## config.mk

```make
export PLATFORM = sky130hd
export DESIGN_NAME = riscv_mem_arbiter
export DESIGN_NICKNAME = d
export VERILOG_FILES = /design/src/rtl/riscv_mem_arbiter.sv
export SDC_FILE = /design/constraint.sdc
export NUM_CORES = 1
export LEC_CHECK = 0
export BUFFER_PORTS_ARGS = -buffer_cell sky130_fd_sc_hd__buf_2
export CORE_AREA = 4 4 118 120
export DETAILED_ROUTE_END_ITERATION = 6
export DIE_AREA = 0 0 122 124
export GPL_TIMING_DRIVEN = 0
export PLACE_DENSITY = 0.7
export RECOVER_POWER = 50
export SLEW_MARGIN = 10
export SYNTH_ARGS = -nofsm -noshare
export SYNTH_HDL_FRONTEND = slang
export SYNTH_SLANG_ARGS = --single-unit
```

## constraint.sdc

```tcl
create_clock -name clk_i -period 1.7 [get_ports clk_i]
set_input_delay 0.34 -clock clk_i [delete_from_list [all_inputs] [get_ports clk_i]]
set_output_delay 0.34 -clock clk_i [all_outputs]
set_load 0.01 [all_outputs]
```

## src/rtl/riscv_mem_arbiter.sv

```systemverilog
// riscv_mem_arbiter: shares one single-port memory between the IF stage
// (instruction fetch, read-only) and the MEM stage (load/store).
//
// Each transaction runs arbitrate -> address phase (req/gnt) -> response
// phase (rvalid), with one transaction outstanding at a time. The data
// port has fixed priority over the fetch port. A streak counter forces
// a fetch grant after MAX_DATA_STREAK data grants that were made while
// a fetch was waiting.
//
// Parameters:
//   DATA_WIDTH      data bus width
//   MAX_DATA_STREAK data grants allowed over a pending fetch (1..15)
//   PERF_CNT_WIDTH  width of the optional stall counters
//
// Ports:
//   clk_i, rst_i          clock, synchronous active-high reset
//   instr_*               fetch port (req/addr in, gnt/rvalid/rdata out)
//   data_*                load/store port (req/we/be/addr/wdata in,
//                         gnt/rvalid/rdata out)
//   mem_*                 memory side (req/we/be/addr/wdata out,
//                         gnt/rvalid/rdata in)
//   perf_*_stall_o        cycles a request waited without a grant
//
// Optional feature macro: RISCV_ARB_PERF_CNT_EN
//   defined   -> saturating stall counters are built
//   undefined -> perf_*_stall_o are tied to 0, no counter flops

module riscv_mem_arbiter #(
  parameter int DATA_WIDTH      = 32,
  parameter int MAX_DATA_STREAK = 4,
  parameter int PERF_CNT_WIDTH  = 16
) (
  input  logic                      clk_i,
  input  logic                      rst_i,

  input  logic                      instr_req_i,
  input  logic [31:0]               instr_addr_i,
  output logic                      instr_gnt_o,
  output logic                      instr_rvalid_o,
  output logic [DATA_WIDTH-1:0]     instr_rdata_o,

  input  logic                      data_req_i,
  input  logic                      data_we_i,
  input  logic [3:0]                data_be_i,
  input  logic [31:0]               data_addr_i,
  input  logic [DATA_WIDTH-1:0]     data_wdata_i,
  output logic                      data_gnt_o,
  output logic                      data_rvalid_o,
  output logic [DATA_WIDTH-1:0]     data_rdata_o,

  output logic                      mem_req_o,
  output logic                      mem_we_o,
  output logic [3:0]                mem_be_o,
  output logic [31:0]               mem_addr_o,
  output logic [DATA_WIDTH-1:0]     mem_wdata_o,
  input  logic                      mem_gnt_i,
  input  logic                      mem_rvalid_i,
  input  logic [DATA_WIDTH-1:0]     mem_rdata_i,

  output logic [PERF_CNT_WIDTH-1:0] perf_instr_stall_o,
  output logic [PERF_CNT_WIDTH-1:0] perf_data_stall_o
);

  typedef enum logic [1:0] {
    IDLE = 2'd0,
    REQ  = 2'd1,
    RESP = 2'd2
  } state_t;

  typedef enum logic {
    OWN_INSTR = 1'b0,
    OWN_DATA  = 1'b1
  } owner_t;

  localparam logic [3:0] STREAK_MAX = 4'(MAX_DATA_STREAK);

  state_t                  state;
  owner_t                  owner;
  logic [3:0]              streak;
  logic                    lat_we;
  logic [3:0]              lat_be;
  logic [31:0]             lat_addr;
  logic [DATA_WIDTH-1:0]   lat_wdata;

  logic arb_pt;
  logic force_instr;
  logic data_win;
  logic instr_win;

  // A new winner is picked when idle, or in the response cycle itself
  // so back-to-back transactions need no idle bubble.
  assign arb_pt = (state == IDLE) ||
                  ((state == RESP) && mem_rvalid_i);

  assign force_instr = instr_req_i && (streak == STREAK_MAX);
  assign data_win    = data_req_i && !force_instr;
  assign instr_win   = instr_req_i && !data_win;

  always_ff @(posedge clk_i) begin
    if (rst_i) begin
      state     <= IDLE;
      owner     <= OWN_INSTR;
      streak    <= 4'd0;
      lat_we    <= 1'b0;
      lat_be    <= 4'd0;
      lat_addr  <= 32'd0;
      lat_wdata <= '0;
    end else if (arb_pt) begin
      if (data_win) begin
        state     <= REQ;
        owner     <= OWN_DATA;
        lat_we    <= data_we_i;
        lat_be    <= data_be_i;
        lat_addr  <= data_addr_i;
        lat_wdata <= data_wdata_i;
        // Only grants that overtake a waiting fetch extend the streak.
        streak    <= instr_req_i ? streak + 4'd1 : 4'd0;
      end else if (instr_win) begin
        state     <= REQ;
        owner     <= OWN_INSTR;
        lat_we    <= 1'b0;
        lat_be    <= 4'b1111;
        lat_addr  <= instr_addr_i;
        lat_wdata <= '0;
        streak    <= 4'd0;
      end else begin
        state     <= IDLE;
      end
    end else if (state == REQ) begin
      if (mem_gnt_i) begin
        state <= RESP;
      end
    end else if (state != RESP) begin
      state <= IDLE;
    end
  end

  assign mem_req_o   = (state == REQ);
  assign mem_we_o    = lat_we;
  assign mem_be_o    = lat_be;
  assign mem_addr_o  = lat_addr;
  assign mem_wdata_o = lat_wdata;

  assign instr_gnt_o = mem_req_o && mem_gnt_i &&
                       (owner == OWN_INSTR);
  assign data_gnt_o  = mem_req_o && mem_gnt_i &&
                       (owner == OWN_DATA);

  assign instr_rvalid_o = (state == RESP) && mem_rvalid_i &&
                          (owner == OWN_INSTR);
  assign data_rvalid_o  = (state == RESP) && mem_rvalid_i &&
                          (owner == OWN_DATA);

  // Read data is passed straight through; rvalid qualifies it.
  assign instr_rdata_o = mem_rdata_i;
  assign data_rdata_o  = mem_rdata_i;

`ifdef RISCV_ARB_PERF_CNT_EN
  logic [PERF_CNT_WIDTH-1:0] instr_stall_q;
  logic [PERF_CNT_WIDTH-1:0] data_stall_q;

  always_ff @(posedge clk_i) begin
    if (rst_i) begin
      instr_stall_q <= '0;
      data_stall_q  <= '0;
    end else begin
      if (instr_req_i && !instr_gnt_o && (instr_stall_q != '1)) begin
        instr_stall_q <= instr_stall_q + PERF_CNT_WIDTH'(1);
      end
      if (data_req_i && !data_gnt_o && (data_stall_q != '1)) begin
        data_stall_q <= data_stall_q + PERF_CNT_WIDTH'(1);
      end
    end
  end

  assign perf_instr_stall_o = instr_stall_q;
  assign perf_data_stall_o  = data_stall_q;
`else
  assign perf_instr_stall_o = '0;
  assign perf_data_stall_o  = '0;
`endif

endmodule

```

Word level (Yosys, flattened, before mapping):

Index checks and enable logic that the tools add are counted.

* bits in registers: 76
* input port bits: 139
* output and inout port bits: 170
* logic and storage cells: 49

* add/sub/neg operators: 1
* equal/unequal tests: 5
* multiplexer cells: 18
* bitwise gates (word level): 1
* reductions and logical operators: 17

Operators by type and width (number)
* 2-to-1 mux 32 bit: 4
* 2-to-1 mux 4 bit: 5
* logical AND 1 bit: 9
* 2-to-1 mux 2 bit: 4
* 2-to-1 mux 1 bit: 5
* adder 4 x 1 -> 4 bit (second input constant): 1
* == test 4 x 3 -> 1 bit (second input constant): 1
* AND reduction 2 bit: 2
* != test 3 x 1 -> 1 bit (second input constant): 1
* nonzero test 3 bit: 1
* == test 2 x 1 -> 1 bit (second input constant): 1
* == test 2 bit (second input constant): 1
* logical NOT 1 bit: 2
* logical NOT 2 bit: 1
* != test 2 bit (second input constant): 1
* nonzero test 2 bit: 1
* logical OR 1 bit: 1
* NOT 1 bit: 1

Longest topological paths before layout:

* depth in word-level cells: 9
* gate-level depth with buffers: 7

Least setup slack after synthesis:

No wires, ideal clock.

* kind: flip-flop to flip-flop
* start: register streak[0]
* end: register lat_be[0], in the netlist mem_be_o[0]
* library setup time: 0.119 ns
* data arrival time: 1.326 ns
* required time: 1.581 ns
* setup slack: 0.256 ns
* stages on the path, launching flop included: 7
* buffers on the path: 1
* clock period less this slack: 1.444 ns
* cells stage by stage: dfxtp_1 > inv_1 > ha_1 > nand4b_1 > nand4_1 > buf_4 > o221a_2

* cells in the longest elaborated chain, start to end: 8

RTL lines
* start: declaration: RTL line 79 `logic [3:0] streak;`
* start signal: assignment: RTL line 117 `streak <= instr_req_i ? streak + 4'd1 : 4'd0;`
* == test 4 x 3 -> 1 bit (*): RTL line 95 `assign force_instr = instr_req_i && (streak == STREAK_MAX);`
* logical AND 1 bit (*): RTL line 95
* logical NOT 1 bit (*): RTL line 96 `assign data_win = data_req_i && !force_instr;`
* logical AND 1 bit (*): RTL line 96
* logical NOT 1 bit: RTL line 97 `assign instr_win = instr_req_i && !data_win;`
* logical AND 1 bit: RTL line 97
* nonzero test 2 bit (no source line)
* AND reduction 2 bit (no source line)
* end signal: assignment: RTL line 113 `lat_be <= data_be_i;`
* end: declaration: RTL line 81 `logic [3:0] lat_be;`

Every way passes the cells marked *; elsewhere a longest branch is shown, timed or not.
A chain may end at the register's enable or synchronous reset.

Worst setup path in the final report:

* start: register state[1]
* end: output port data_rvalid_o

* cells in the longest elaborated chain, start to end: 3

RTL lines
* start: declaration: RTL line 77 `state_t state;`
* start signal: assignment: RTL line 101 `state <= IDLE;`
* start signal: assignment: RTL line 110 `state <= REQ;`
* start signal: assignment: RTL line 119 `state <= REQ;`
* == test 2 bit: RTL line 151 `assign data_rvalid_o = (state == RESP) && mem_rvalid_i &&`
* logical AND 1 bit (2 in a row): RTL line 151
* end: declaration: RTL line 48 `output logic data_rvalid_o,`

No other way between the ends.

==> impl_results.html <==
<table>
<tr><th>Metric</th><th>Value</th></tr>
<tr><th colspan="2">Outcome</th></tr>
<tr><td>Status</td><td>complete, no violations</td></tr>
<tr><th colspan="2">Critical path</th></tr>
<tr><td>Nature of the critical path startpoint</td><td>flop</td></tr>
<tr><td>WP data arrival</td><td>1.27 ns</td></tr>
<tr><td>Maximum fanout count along the critical path</td><td>4</td></tr>
<tr><td>Crit-path max cell delay</td><td>0.41 ns</td></tr>
<tr><td>Worst Path Class, Setup</td><td>flop to output pin</td></tr>
<tr><td>Crit. End Element</td><td>output pin</td></tr>
<tr><td>Data required time at the worst endpoint</td><td>1.36 ns</td></tr>
<tr><td>Standard cell with the maximum stage delay on the critical path</td><td>sky130_fd_sc_hd__dfxtp_1</td></tr>
<tr><td>Ordered cell list for the critical path</td><td>nor2b_1 -&gt; and3_1 -&gt; buf_2</td></tr>
<tr><th colspan="2">Detailed routing</th></tr>
<tr><td>Post-route DRC violation count</td><td>0</td></tr>
<tr><td>Number of DRC markers after the initial detailed-route iteration</td><td>270</td></tr>
<tr><td>First-pass detailed-route iteration total</td><td>5</td></tr>
<tr><td>Total wire length after detailed routing</td><td>14900 µm</td></tr>
<tr><td>Avg WL per Cell</td><td>15.4 µm</td></tr>
<tr><td>Detail-routed via count per cell</td><td>4.73</td></tr>
<tr><td>Total number of vias</td><td>4601</td></tr>
<tr><td>Number of nets with antenna violations after detailed routing</td><td>0</td></tr>
<tr><th colspan="2">Timing</th></tr>
<tr><td>Final Critical Period</td><td>1.61 ns</td></tr>
<tr><td>Least-Margin Pin Slew</td><td>0.665 ns</td></tr>
<tr><td>Number of endpoints failing setup at the final stage</td><td>0</td></tr>
<tr><td>Clock Skew</td><td>0.0105 ns</td></tr>
<tr><td>Slew Limit Headroom</td><td>55.7%</td></tr>
<tr><td>Period utilization</td><td>94.7%</td></tr>
<tr><td>Fin. max-slew vios</td><td>0</td></tr>
<tr><td>Final Hold Viols</td><td>0</td></tr>
<tr><td>Fmax achieved</td><td>621 MHz</td></tr>
<tr><th colspan="2">Power</th></tr>
<tr><td>Worst-case vdd ir drop</td><td>0.000384 V</td></tr>
<tr><td>Pwr per Cell Area</td><td>871 nW/µm²</td></tr>
<tr><td>Leakage power total</td><td>2.71 nW</td></tr>
<tr><th colspan="2">Clock tree</th></tr>
<tr><td>TritonCTS buffer count</td><td>9</td></tr>
<tr><td>Clock Tree Root</td><td>sky130_fd_sc_hd__clkbuf_16</td></tr>
<tr><td>Clock latency at the later pin of the worst-skew pair</td><td>0.33 ns</td></tr>
<tr><td>Htree depth</td><td>3</td></tr>
<tr><td>Clock sink count</td><td>76</td></tr>
<tr><td>Clock buffer depth</td><td>2</td></tr>
<tr><td>CTS tree</td><td>built</td></tr>
<tr><td>Clock transition time at the flip-flop clock pins of the worst setup and hold paths</td><td>0.06 ns</td></tr>
<tr><th colspan="2">Logic synthesis</th></tr>
<tr><td>Top FF cell, synth</td><td>sky130_fd_sc_hd__dfxtp_1</td></tr>
<tr><td>Number of synthesis warnings</td><td>0</td></tr>
<tr><td>Mapped cell area</td><td>4180 µm²</td></tr>
<tr><td>Asr flop ratio synth</td><td>0%</td></tr>
<tr><td>Number of unique standard cell types used by synthesis</td><td>36</td></tr>
<tr><td>Gate count of the mapped netlist</td><td>500</td></tr>
<tr><td>Yosys top cell by area</td><td>sky130_fd_sc_hd__dfxtp_1</td></tr>
<tr><td>Syn_area_per_cell</td><td>8.35 µm²</td></tr>
<tr><td>Top cell type's share of synthesized area</td><td>36.4%</td></tr>
<tr><td>Register bit total from synthesis</td><td>76</td></tr>
<tr><td>Register area share after synthesis</td><td>36.4%</td></tr>
<tr><td>Synth area leaders</td><td>sky130_fd_sc_hd__dfxtp_1, sky130_fd_sc_hd__buf_4, sky130_fd_sc_hd__o32ai_1</td></tr>
<tr><td>EDFF count, synth</td><td>0</td></tr>
<tr><th colspan="2">Placed design</th></tr>
<tr><td>Routability Congestion</td><td>0.797</td></tr>
<tr><td>IO buf count</td><td>243</td></tr>
<tr><td>Estimated wirelength of the detail-placed design</td><td>11500 µm</td></tr>
<tr><td>Post-DP Area</td><td>5730 µm²</td></tr>
<tr><th colspan="2">Cells and area</th></tr>
<tr><td>Utilization after layout</td><td>46.5%</td></tr>
<tr><td>Share of post-route cells with drive strength above 1</td><td>37.7%</td></tr>
<tr><td>Most common library cell in the layout ignoring fill and taps</td><td>sky130_fd_sc_hd__buf_2</td></tr>
<tr><td>P&amp;R area growth vs syn</td><td>44.7%</td></tr>
<tr><td>Total non-filler cell area in the finished layout</td><td>6040 µm²</td></tr>
<tr><td>Net total in the final layout</td><td>932</td></tr>
<tr><td>Most used cells in the layout excluding fill and tap cells</td><td>sky130_fd_sc_hd__buf_2, sky130_fd_sc_hd__clkbuf_1, sky130_fd_sc_hd__buf_4</td></tr>
<tr><td>Count of inserted antenna diode cells</td><td>0</td></tr>
<tr><th colspan="2">Floorplan</th></tr>
<tr><td>Die Outline Area</td><td>15100 µm²</td></tr>
<tr><td>Total I/O pin count</td><td>309</td></tr>
<tr><td>Core Box Area</td><td>13000 µm²</td></tr>
<tr><td>Width of the die</td><td>122 µm</td></tr>
<tr><td>Height of the die</td><td>124 µm</td></tr>
<tr><td>Standard-cell row count</td><td>42</td></tr>
<tr><td>Effective utilization at floorplan</td><td>32.2%</td></tr>
<tr><th colspan="2">Run</th></tr>
<tr><td>Total of max-cap violations</td><td>0</td></tr>
<tr><th colspan="2">Global route</th></tr>
<tr><td>Total Routing Usage GR</td><td>17.7%</td></tr>
<tr><td>Via count of the first global-routing pass</td><td>4236</td></tr>
<tr><td>Initial antenna violation count</td><td>0</td></tr>
<tr><td>Global-route wire length before repair</td><td>21100 µm</td></tr>
<tr><td>Remaining Overflow, GRT</td><td>0</td></tr>
<tr><td>Pin count of the biggest net entering global routing</td><td>14</td></tr>
<tr><th colspan="2">Worst hold path</th></tr>
<tr><td>Path type of the worst min-delay path</td><td>input port to flop</td></tr>
</table>
-- layout make-up --
type | instances | area, µm²
Tap cell | 176 | 220
Clock inverter | 5 | 57.6
Buffer | 144 | 988
Clock buffer | 11 | 253
Inverter | 39 | 146
Sequential cell | 76 | 1520
Fill cell | 1382 | 6940
Timing Repair Buffer | 249 | 1130
Multi-Input combinational cell | 272 | 1730
-- critical path, delay by kind of cell, from the launching register on --
family / cells / cell delay [ns]
buffers and inverters: 1 / 0.12
and+or+nand+nor: 2 / 0.41
DFF: 1 / 0.41
-- layer usage --
metal | GRT usage, % | routed length, µm | part of all wire [%]
met2 | 30.6 | 7290 | 49
met1 | 20.9 | 5920 | 40
met5 | 0 | 0 | 0
met4 | 6.79 | 238 | 1.6
met3 | 4.90 | 1480 | 9.9
-- power breakdown --
group / total (mW) / switching (mW) / internal (mW)
registers: 2.02 / 0.0801 / 1.94
clock network: 2.00 / 0.780 / 1.22
logic: 1.25 / 0.683 / 0.562
-- through the flow --
stage	hold WS, ns	setup TNS, ns	total power, mW	setup WS (ns)	std cells
after detailed placement	0.465	-6.06	3.30	-0.168	950
after floorplan	0.468	0	2.79	0.256	531
after CTS	0.254	0	5.30	0.00336	968
final	0.261	0	5.26	0.0897	972
after global placement	0.463	-5.15	3.29	-0.150	950
after global routing	0.264	-0.0131	5.51	-0.0131	972
-- Yosys cell counts, types with 3 or more instances --
cell type / number
sky130_fd_sc_hd__buf_4: 105
sky130_fd_sc_hd__dfxtp_1: 76
sky130_fd_sc_hd__inv_1: 37
sky130_fd_sc_hd__nand2_1: 37
sky130_fd_sc_hd__nand3_1: 35
sky130_fd_sc_hd__o32ai_1: 35
sky130_fd_sc_hd__a31oi_1: 33
sky130_fd_sc_hd__a311oi_1: 32
sky130_fd_sc_hd__clkbuf_1: 26
sky130_fd_sc_hd__o21ai_0: 19
sky130_fd_sc_hd__buf_2: 13
sky130_fd_sc_hd__o21ai_1: 13
sky130_fd_sc_hd__o221a_2: 4
sky130_fd_sc_hd__a21oi_1: 3
sky130_fd_sc_hd__nand2b_1: 3
-- final timing paths --
check | start | end | slack (ns) | depth (start not counted)
worst max-delay path | state[1] | data_rvalid_o | 0.09 | 3
worst min register to register | mem_wdata_o[2] | mem_wdata_o[2] | 0.47 | 2
worst min-delay path | data_wdata_i[10] | mem_wdata_o[10] | 0.26 | 3
worst max register to register | streak[0] | mem_addr_o[26] | 0.10 | 6
-- state kept, by name, summed over array words and instances, names as in the netlist --
name	cells
mem_be_o	4
mem_addr_o	32
streak	4
mem_we_o	1
owner	1
mem_wdata_o	32
state	2
-- cell families after synthesis --
logic type | share of synthesized area [%]
buf+inv | 26.3
fa+ha+maj | 0.599
flops | 36.4
simple gates | 11.3
other cells | 0.0898
compound gates | 25.3
-- repair_timing --
item | 4_1_cts | 5_1_grt
setup endpoints to repair | 68 | 64
endpoints found under the hold margin | 0 | 0
pin swaps | 1 | 6
setup buffers | 2 | 3
hold buffers | 0 | 0
gates resized for setup | 5 | 30
cloned | 0 | 1
Power figures use the tool's default switching activity.
